File: src/rtl/ror_barrel_shifter.sv
// Rotate-right barrel shifter: combinational result plus a one-cycle registered
// copy with a valid flag for pipelined datapaths.
module ror_barrel_shifter #(
  parameter  int unsigned WIDTH = 4,
  localparam int unsigned AMT_W = $clog2(WIDTH)
) (
  input  logic             clk_i,
  input  logic             rst_ni,
  input  logic [WIDTH-1:0] a_i,
  input  logic [AMT_W-1:0] amt_i,
  input  logic             valid_i,
  output logic [WIDTH-1:0] y_o,
  output logic [WIDTH-1:0] y_r_o,
  output logic             valid_o
);

  logic [WIDTH-1:0] rot;

  // Log2(WIDTH) mux stages, LSB amount bit first; stage s rotates by 2^s.
  // The ternary lets an X amount bit propagate X rather than pick a branch.
  always_comb begin
    rot = a_i;
    for (int unsigned s = 0; s < AMT_W; s++) begin
      rot = amt_i[s] ? ((rot >> (2**s)) | (rot << (WIDTH - 2**s))) : rot;
    end
  end

  assign y_o = rot;

  always_ff @(posedge clk_i or negedge rst_ni) begin
    if (!rst_ni) begin
      y_r_o   <= '0;
      valid_o <= 1'b0;
    end else begin
      valid_o <= valid_i;
      if (valid_i) begin
        y_r_o <= rot;
      end
    end
  end

endmodule

File: config.mk
export PLATFORM = sky130hd
export DESIGN_NAME = ror_barrel_shifter
export DESIGN_NICKNAME = d
export VERILOG_FILES = /design/src/rtl/ror_barrel_shifter.sv
export SDC_FILE = /design/constraint.sdc
export NUM_CORES = 1
export LEC_CHECK = 0
export BUFFER_PORTS_ARGS = -buffer_cell sky130_fd_sc_hd__buf_4
export CAP_MARGIN = 20
export CORE_AREA = 2 2 39 41
export CTS_CLUSTER_SIZE = 14
export DETAILED_ROUTE_END_ITERATION = 16
export DIE_AREA = 0 0 41 43
export SYNTH_ARGS = -nofsm -noshare
export SYNTH_HDL_FRONTEND = slang
export SYNTH_SLANG_ARGS = --single-unit
File: constraint.sdc
create_clock -name clk_i -period 0.8 [get_ports clk_i]
set_clock_uncertainty 0.05 [all_clocks]
set_input_delay 0 -clock clk_i [delete_from_list [all_inputs] [get_ports clk_i]]
set_output_delay 0 -clock clk_i [all_outputs]
set_load 0.01 [all_outputs]
==> reports/qor_table.md, run 1 <==
| Quantity | Reported |
| --- | --- |
| Final setup margin | -111 ps |
| First-pass DRT Iterations | 1 |
| Core region area | 0.00138 mm² |
| Final layout net count | 52 |
| Sum of negative setup slack | -490 ps |
| Clock sink count | 5 |
| Register bit count reported by yosys | 5 |
| Maximum number of pins on one net before global-route repair | 6 |
| Power density normalized to cell area | 1630 mW/mm² |
| Combinational family with the most area after synthesis | multiplexers |
| Pin slew with the least headroom to its limit | 115 ps |
| Failing checks | negative setup slack |
| Final period utilization | 114% |
| Mapped Area | 260 µm² |
| Cell with the largest stage delay on the worst path | sky130_fd_sc_hd__mux4_2 |
| All-layer global routing usage | 10.1% |
| Outcome | complete, but fails checks |
| Count of flip-flops with a built-in enable after synthesis | 0 |
| Post-Synthesis Net Count | 22 |
| Peak clock frequency supported by timing | 1100 MHz |
| Worst-path clk slew | 40 ps |
| Slew headroom | 92.4% |
| Die extent in x | 41 µm |
| Mean routed wirelength per cell | 12.6 µm |
| Syn-to-layout area delta | 128% |
| Filler Cells Inserted | 139 |
| Required arrival time at the worst endpoint | 870 ps |
| Top post-synthesis cells by area | sky130_fd_sc_hd__dfrtp_1 48%, sky130_fd_sc_hd__mux4_2 35%, sky130_fd_sc_hd__mux2_2 17% |
| Residual overflow from global routing | 0 |
| Busiest layer in global routing | met2 |
| Area fraction in compound gates after synthesis | 0% |
| Top post-synthesis cells by count | 5 x sky130_fd_sc_hd__dfrtp_1, 4 x sky130_fd_sc_hd__mux2_2, 4 x sky130_fd_sc_hd__mux4_2 |
| Total number of vias | 259 |
| Critical path launch point type | input pin |
| Final-report max-slew violation count | 0 |
| Std-Cell Rows | 14 |
| HPWL Detailed | 632 µm |
| DRC violation count after routing | 0 |
| Multiplexer area fraction after synthesis | 51.9% |
| Initial antenna violation count | 0 |
| Hold slack final | 22.7 ps |
| Global-route wire length before repair | 1130 µm |
| Setup repair after global routing missed its margin | true |
| Routed vias/inst | 4.47 |
| Syn. warnings | 0 |
| CP Data Arrival Time | 980 ps |
| Fraction of layout cells with a size suffix above 1 | 81.0% |
| Library cell with the highest instance count after synthesis | sky130_fd_sc_hd__dfrtp_1 |
| Top Ports | 18 |
| Initial drt markers | 0 |
| Wire length reported by the detailed router | 733 µm |
| Source-to-sink clock delay at the later pin of the worst-skew pair | 240 ps |
| Top cell type by total area after synthesis | sky130_fd_sc_hd__dfrtp_1 |
| Worst min path class | input pin to register |
| Mean area per synthesized cell | 20.0 µm² |
| Antenna fix cells | 0 |
| Largest voltage drop on the vdd net | 0.493 mV |
| Kind of end point of the critical path | register |
| Static leakage | 0.000277 µW |
| Delay of the slowest cell on the worst path | 530 ps |
| Post-synthesis share of cell area spent on and, or, nand and nor gates | 0% |
| Crit path cell chain | buf_8 -> mux4_2 -> buf_6 -> mux2_4 |
| Share of the synthesized area in the top cell type | 48.1% |
| Area after detailed placement | 453 µm² |
| GP Congestion | 0.711 |
| Clock Path Buffers | 2 |
| FFs w/ async S/R, synth | 100% |
| Distinct cell type count of the synthesized netlist | 3 |
| Layout Utilization | 42.9% |
| Critical-path maximum fanout | 3 |
| Grt met1 use | 9.24% |
| Routed Antenna Nets | 0 |
| Final design area excluding fillers | 593 µm² |
| Height of the die | 43 µm |
| Number of global-route vias before repair | 285 |
| Overall die area | 0.00176 mm² |
| Min Clock Period, post-route | 911 ps |
| Met2 routing resource usage after global routing | 16.9% |
| CTS Root Cell | sky130_fd_sc_hd__clkbuf_4 |
| Starting density of the core | 18.8% |
| Final hold vios | 0 |
| Global routing met3 resource utilization | 3.14% |
| Adder and majority cell fraction of the synthesized area | 0% |
| Synthesized instance count | 13 |
| Final setup violation count | 9 |
| Portion of the post-synthesis area used by sequential elements | 48.1% |
| Xor and xnor area share after synthesis | 0% |
| Kind of critical path | input pin to register |
| Max-cap check violation count | 0 |
| Total of buffers placed on input and output ports | 17 |
| CTS tree | built |
| Post-layout total power | 970 µW |
| TritonCTS Buffers | 3 |
| Predominant post-synthesis flop cell | sky130_fd_sc_hd__dfrtp_1 |
| Number of levels in the clock H-tree | 1 |
==> metal layers <==
metal	share of wire, %	up-vias
met5	0	-
met1	33	123
met2	53	20
met4	2.0	0
li1	-	114
met3	12	2
==> worst paths after layout <==
check / cells after the start / endpoint / slack (ps) / from
worst min register to register: 1 / y_r_o[2] / 480 / y_r_o[2]
min in group asynchronous: 2 / y_r_o[1] / 50 / rst_ni
max in group asynchronous: 2 / y_r_o[3] / 540 / rst_ni
worst max-delay path: 4 / y_r_o[1] / -110 / amt_i[1]
worst max register to register: 1 / y_r_o[3] / -30 / y_r_o[3]
worst min-delay path: 2 / y_r_o[2] / 20 / valid_i
==> metrics by stage <==
step           std cells  setup slack [ps]
2_1_floorplan         13              -165
3_3_place_gp          50              -256
6_report              58              -111
5_1_grt               58              -131
4_1_cts               58              -104
3_5_place_dp          50              -272
==> cell families after synthesis <==
kind of cell  count (synthesis)
multiplexers                  8
flip-flops                    5
==> critical path, delay by kind of cell <==
family	cells	cell delay, ps
multiplexers	2	770
buffers and inverters	2	220
==> flip-flops by register name, summed over array words and instances, names as in the netlist <==
name / flops
valid_o: 1
y_r_o: 4
==> area by class of cell <==
class | instances | area [µm²] | area share [%]
well taps | 16 | 20.0 | 3.38
repair buffers | 25 | 272 | 45.8
flip-flops and latches | 5 | 125 | 21.1
clock buffers | 4 | 26.3 | 4.43
multi-input cells | 8 | 150 | 25.3
==> what timing repair did <==
item | in CTS | in global routing
buffers inserted | 2 | 0
gates resized for setup | 20 | 1
endpoints found under the hold margin | 6 | 0
endpoints found under the setup margin | 12 | 13
hold buffers | 2 | 0
==> placed cells by master (no fill, tap or decap), drive strengths merged <==
master / instances
mux2: 4
mux4: 4
dfrtp: 5
dlygate4sd3: 2
clkbuf: 4
buf: 23
==> report_power, final <==
group	switching, µW	internal [µW]	total (µW)
logic	112	258	370
clock network	97.9	188	286
registers	25.7	288	313
total	235	734	970
(Power assumes the default switching activity.)
==> inputs of run 2 (changes only) <==
Settings changed: ABC_AREA from default to 1.
==> reports/qor_table.md, run 2 <==
| Quantity | Reported |
| --- | --- |
| CTS Root Cell | sky130_fd_sc_hd__clkbuf_4 |
| Outcome | completed |
| Top cell type by total area after synthesis | sky130_fd_sc_hd__dfrtp_1 |
| Register bit count reported by yosys | 5 |
| Starting density of the core | 20.3% |
| Power density normalized to cell area | 1670 mW/mm² |
| Synthesized instance count | 40 |
| Crit path cell chain | buf_6 |
| HPWL Detailed | 577 µm |
| Commonest cells after routing, fill and taps aside | 16 x sky130_fd_sc_hd__nand2_1, 14 x sky130_fd_sc_hd__buf_4, 12 x sky130_fd_sc_hd__nand3_1, 5 x sky130_fd_sc_hd__buf_6, 5 x sky130_fd_sc_hd__dfrtp_1 |
| Cell with the largest stage delay on the worst path | sky130_fd_sc_hd__dfrtp_1 |
| Number of levels in the clock H-tree | 1 |
| Filler Cells Inserted | 155 |
| Critical path launch point type | register |
| All-layer global routing usage | 10.0% |
| Worst-path clk slew | 40 ps |
| CP Data Arrival Time | 750 ps |
| Max-cap check violation count | 0 |
| Share of the synthesized area in the top cell type | 44.4% |
| Power spent charging and discharging nets | 229 µW |
| Number of flip-flops in the largest register | 4 |
| Mean area per synthesized cell | 7.04 µm² |
| CTS tree | built |
| FFs w/ async S/R, synth | 100% |
| Peak clock frequency supported by timing | 1260 MHz |
| Fraction of power consumed by combinational cells | 31.0% |
| Delay of the slowest cell on the worst path | 380 ps |
| Number of global-route vias before repair | 293 |
| Kind of critical path | register to output pin |
| Antenna fix cells | 0 |
| Total number of vias | 343 |
| Top Ports | 18 |
| Residual overflow from global routing | 0 |
| Global-route wire length before repair | 1140 µm |
| Portion of the post-synthesis area used by sequential elements | 44.4% |
| Routed Antenna Nets | 0 |
| Post-Synthesis Net Count | 49 |
| Predominant post-synthesis flop cell | sky130_fd_sc_hd__dfrtp_1 |
| Library cell with the highest instance count after synthesis | sky130_fd_sc_hd__nand2_1 |
| TritonCTS Buffers | 3 |
| Maximum number of pins on one net before global-route repair | 7 |
| Reg2Reg Setup Slack | 30 ps |
| Mapped Area | 282 µm² |
| Source of the critical timing path | y_r_o[1] |
| Final period utilization | 99.5% |
| Clock Path Buffers | 2 |
| Overall die area | 0.00176 mm² |
| Setup repair after global routing missed its margin | true |
| Kind of end point of the critical path | output pin |
| Switching Share | 26.9% |
| Registers with the highest flip-flop counts | y_r_o (4), valid_o (1) |
| Largest voltage drop on the vdd net | 0.855 mV |
| Source-to-sink clock delay at the later pin of the worst-skew pair | 240 ps |
| Total of buffers placed on input and output ports | 17 |
| Slew headroom | 91.8% |
| Top post-synthesis cells by area | sky130_fd_sc_hd__dfrtp_1 44%, sky130_fd_sc_hd__nand3_1 21%, sky130_fd_sc_hd__nand2_1 21%, sky130_fd_sc_hd__and2_1 8.9%, sky130_fd_sc_hd__inv_1 2.7% |
| First-pass DRT Iterations | 2 |
| Min Clock Period, post-route | 796 ps |
| Critical-path maximum fanout | 2 |
| Std-Cell Rows | 14 |
| Syn-to-layout area delta | 80.9% |
| Initial drt markers | 3 |
| Mean routed wirelength per cell | 8.81 µm |
| Hold slack final | 45.8 ps |
| Routed vias/inst | 4.23 |
| Height of the die | 43 µm |
| Worst min path class | input pin to async pin |
| Initial antenna violation count | 0 |
| Die extent in x | 41 µm |
| Pin slew with the least headroom to its limit | 124 ps |
| Required arrival time at the worst endpoint | 750 ps |
| Count of flip-flops with a built-in enable after synthesis | 0 |
| Final hold vios | 0 |
| Core region area | 0.00138 mm² |
| Crit path buf inv count | 1 |
| GP Congestion | 0.696 |
| Wire length reported by the detailed router | 714 µm |
| Final design area excluding fillers | 509 µm² |
| Startpoint of the worst-slack reg-to-reg timing path | y_r_o[2] |
| Distinct cell type count of the synthesized netlist | 6 |
| Sequential cell fraction of total power | 35.1% |
| Internal portion of total power | 621 µW |
| Final layout net count | 75 |
| Largest register by flop count | y_r_o |
| Final-report max-slew violation count | 0 |
| Static leakage | 0.000273 µW |
| DRC violation count after routing | 0 |
| Power share of the clock group | 33.9% |
| Layout Utilization | 36.8% |
| Most common cell after layout, fill and taps aside | sky130_fd_sc_hd__nand2_1 |
| Area after detailed placement | 429 µm² |
| Largest delay contributor family on the critical path | flip-flops |
| Final setup violation count | 0 |
| Top post-synthesis cells by count | 16 x sky130_fd_sc_hd__nand2_1, 12 x sky130_fd_sc_hd__nand3_1, 5 x sky130_fd_sc_hd__dfrtp_1 |
| Fraction of layout cells with a size suffix above 1 | 36.9% |
| Clock sink count | 5 |
| Syn. warnings | 0 |
run 2: cell types whose count changed after synthesis, sizes merged:
cell,previous run,this run
inv,0,3
mux4,4,0
and2,0,4
nand3,0,12
mux2,4,0
nand2,0,16
run 2: final timing paths:
check / end / cells after the start
max: y_r_o[1] / 1
min: valid_o / 2
max reg2reg: y_r_o[2] / 3
min reg2reg: y_r_o[3] / 2
max in group asynchronous: y_r_o[3] / 2
min in group clk_i: y_r_o[2] / 4
run 2: per-layer routing:
layer	part of all wire, %	vias up	routed length, µm	GRT usage (%)
met3	9.5	0	68	9.42
met1	42	154	302	11.8
li1	-	178	-	-
met5	0	-	0	0
met4	0	0	0	0
met2	48	11	344	14.1
run 2: what timing repair did:
action | in CTS | in global routing
endpoints found under the hold margin | 7 | 0
buffers inserted | 2 | 0
hold buffers | 2 | 0
gates cloned | 0 | 0
endpoints found under the setup margin | 4 | 8
resized for setup | 4 | 2
run 2: power by group through the flow:
stage	clock [µW]	sequential [µW]	combinational, µW
after floorplan	0	310	83.8
after global placement	0	298	224
after detailed placement	0	297	226
after CTS	299	297	266
after global routing	328	299	291
final	288	298	263
run 2: metrics by stage:
stage,instances,setup TNS (ps),total power [µW],setup WS [ps]
3_3_place_gp,73,0,522,123
2_1_floorplan,40,0,394,130
6_report,81,0,849,3.73
3_5_place_dp,73,0,523,126
5_1_grt,81,-94.2,918,-26.9
4_1_cts,81,-2.60,862,-2.19
run 2: area by class of cell:
class                           instances  area [µm²]  area share [%]
Tap cell                               16        20.0            3.93
Inverter                                3        11.3            2.21
Timing Repair Buffer                   21         181            35.6
Multi-Input combinational cell         32         145            28.5
Sequential cell                         5         125            24.6
Clock buffer                            4        26.3            5.16
run 2: cell families after synthesis:
family	after synthesis	share of synthesized area, %
flops	5	44.4
simple gates	32	51.6
buf+inv	3	4.00
==> inputs of run 3 (changes only) <==
Settings changed: PLACE_DENSITY from default to 0.47.
==> reports/qor_table.md, run 3 (synthesis results as in run 2) <==
| Quantity | Reported |
| --- | --- |
| Source-to-sink clock delay at the later pin of the worst-skew pair | 230 ps |
| Number of levels in the clock H-tree | 1 |
| Commonest cells after routing, fill and taps aside | 17 x sky130_fd_sc_hd__buf_4, 16 x sky130_fd_sc_hd__nand2_1, 12 x sky130_fd_sc_hd__nand3_1, 5 x sky130_fd_sc_hd__dfrtp_1 |
| Startpoint of the worst-slack reg-to-reg timing path | y_r_o[3] |
| Most common cell after layout, fill and taps aside | sky130_fd_sc_hd__buf_4 |
| Depth of the worst register-to-register path | 3 |
| Delay of the slowest cell on the worst path | 590 ps |
| Max-cap check violation count | 0 |
| Largest voltage drop on the vdd net | 0.434 mV |
| CTS tree | built |
| Clock sink count | 5 |
| Cell with the largest stage delay on the worst path | sky130_fd_sc_hd__dlygate4sd3_1 |
| Min Clock Period, post-route | 799 ps |
| Layout Utilization | 38.5% |
| Wire length reported by the detailed router | 753 µm |
| Residual overflow from global routing | 0 |
| Overall die area | 0.00176 mm² |
| Worst-path clk slew | 40 ps |
| Worst min path class | input pin to register |
| Std-Cell Rows | 14 |
| Fraction of layout cells with a size suffix above 1 | 36.8% |
| All-layer global routing usage | 9.86% |
| Height of the die | 43 µm |
| Maximum number of pins on one net before global-route repair | 6 |
| DRC violation count after routing | 0 |
| Post-layout total power | 859 µW |
| Critical path launch point type | input pin |
| Initial drt markers | 6 |
| Kind of critical path | input pin to register |
| Depth of the worst hold-timing path | 4 |
| Syn-to-layout area delta | 89.3% |
| Required arrival time at the worst endpoint | 870 ps |
| Top Ports | 18 |
| Sum of negative setup slack | 0 ps |
| Final period utilization | 99.8% |
| Filler Cells Inserted | 154 |
| Final hold vios | 0 |
| Antenna fix cells | 0 |
| Core region area | 0.00138 mm² |
| Number of flip-flops in the largest register | 4 |
| Final-report max-slew violation count | 0 |
| Pre-CTS setup slack | 126 ps |
| Clock Path Buffers | 2 |
| Total number of vias | 349 |
| HPWL Detailed | 610 µm |
| Setup repair after global routing missed its margin | true |
| Starting density of the core | 20.3% |
| Registers with the highest flip-flop counts | y_r_o (4), valid_o (1) |
| Endpoint with the worst hold slack | y_r_o[2] |
| Pin slew with the least headroom to its limit | 144 ps |
| CP Data Arrival Time | 870 ps |
| Kind of end point of the critical path | register |
| TritonCTS Buffers | 3 |
| Endpoint of the worst-slack reg-to-reg timing path | y_r_o[3] |
| Peak clock frequency supported by timing | 1250 MHz |
| Total of buffers placed on input and output ports | 17 |
| Hold Crit Start | valid_i |
| CTS Root Cell | sky130_fd_sc_hd__clkbuf_4 |
| Reg2Reg Setup Slack | 20 ps |
| Final layout net count | 78 |
| Static leakage | 0.000295 µW |
| Number of global-route vias before repair | 317 |
| Initial antenna violation count | 0 |
| Crit path cell chain | buf_4 -> dlygate4sd3_1 -> nand3_1 -> nand2_1 |
| Critical-path maximum fanout | 3 |
| Largest register by flop count | y_r_o |
| Final setup violation count | 0 |
| Slew headroom | 90.4% |
| Die extent in x | 41 µm |
| Final setup margin | 1.26 ps |
| Power density normalized to cell area | 1610 mW/mm² |
| Outcome | completed |
| Mean routed wirelength per cell | 8.96 µm |
| Global-route wire length before repair | 1140 µm |
| GP Congestion | 0.676 |
| Routed vias/inst | 4.15 |
| First-pass DRT Iterations | 3 |
| Routed Antenna Nets | 0 |
run 3: timing repair:
| item | CTS | global route |
|---|---|---|
| endpoints found under the hold margin | 8 | 0 |
| hold buffers | 3 | 0 |
| cloned | 0 | 0 |
| setup buffers | 4 | 0 |
| resized for setup | 2 | 3 |
| setup endpoints to repair | 4 | 8 |
run 3: how the worst max path moves through the flow:
stage	from	to	slack [ps]
finish	valid_i	y_r_o[3]	1
global route	y_r_o[3]	y_r_o[3]	-20
CTS	y_r_o[3]	y_r_o[3]	0.8
detailed placement	amt_i[1]	y_o[2]	130
global placement	amt_i[1]	y_o[2]	120
floorplan	y_r_o[0]	y_r_o[0]	130
run 3: per-stage QoR:
stage                     std cells  hold WS, ps  cell area [µm²]
final                            84         11.0              533
after global routing             84         23.4              533
after CTS                        84         5.48              523
after detailed placement         73         -246              429
after global placement           73         -245              429
after floorplan                  40         -346              282
run 3: layout make-up:
class	count	area (µm²)	share of cell area [%]
clock buffers	4	26.3	4.93
multi-input cells	32	145	27.2
well taps	16	20.0	3.76
flip-flops and latches	5	125	23.5
repair buffers	24	205	38.5
inverters	3	11.3	2.11
run 3: metal layers:
layer  wire [µm]  GRT usage, %
met5           0             0
met1         290          9.71
met2         393          15.3
met4           0          8.00
met3          69          3.66
run 3: worst max-delay path: cells and delay by family:
kind / cells / cell delay (ps)
buffers and inverters: 2 / 710
AND/OR/NAND/NOR: 2 / 160
run 3: power by group:
group / internal (µW) / switching (µW) / total (µW) / leakage [µW]
Combinational: 168 / 116 / 284 / 0.000220
Clock: 188 / 90.1 / 278 / 0.0000150
Sequential: 281 / 15.9 / 297 / 0.0000602
Total: 636 / 222 / 859 / 0.000295
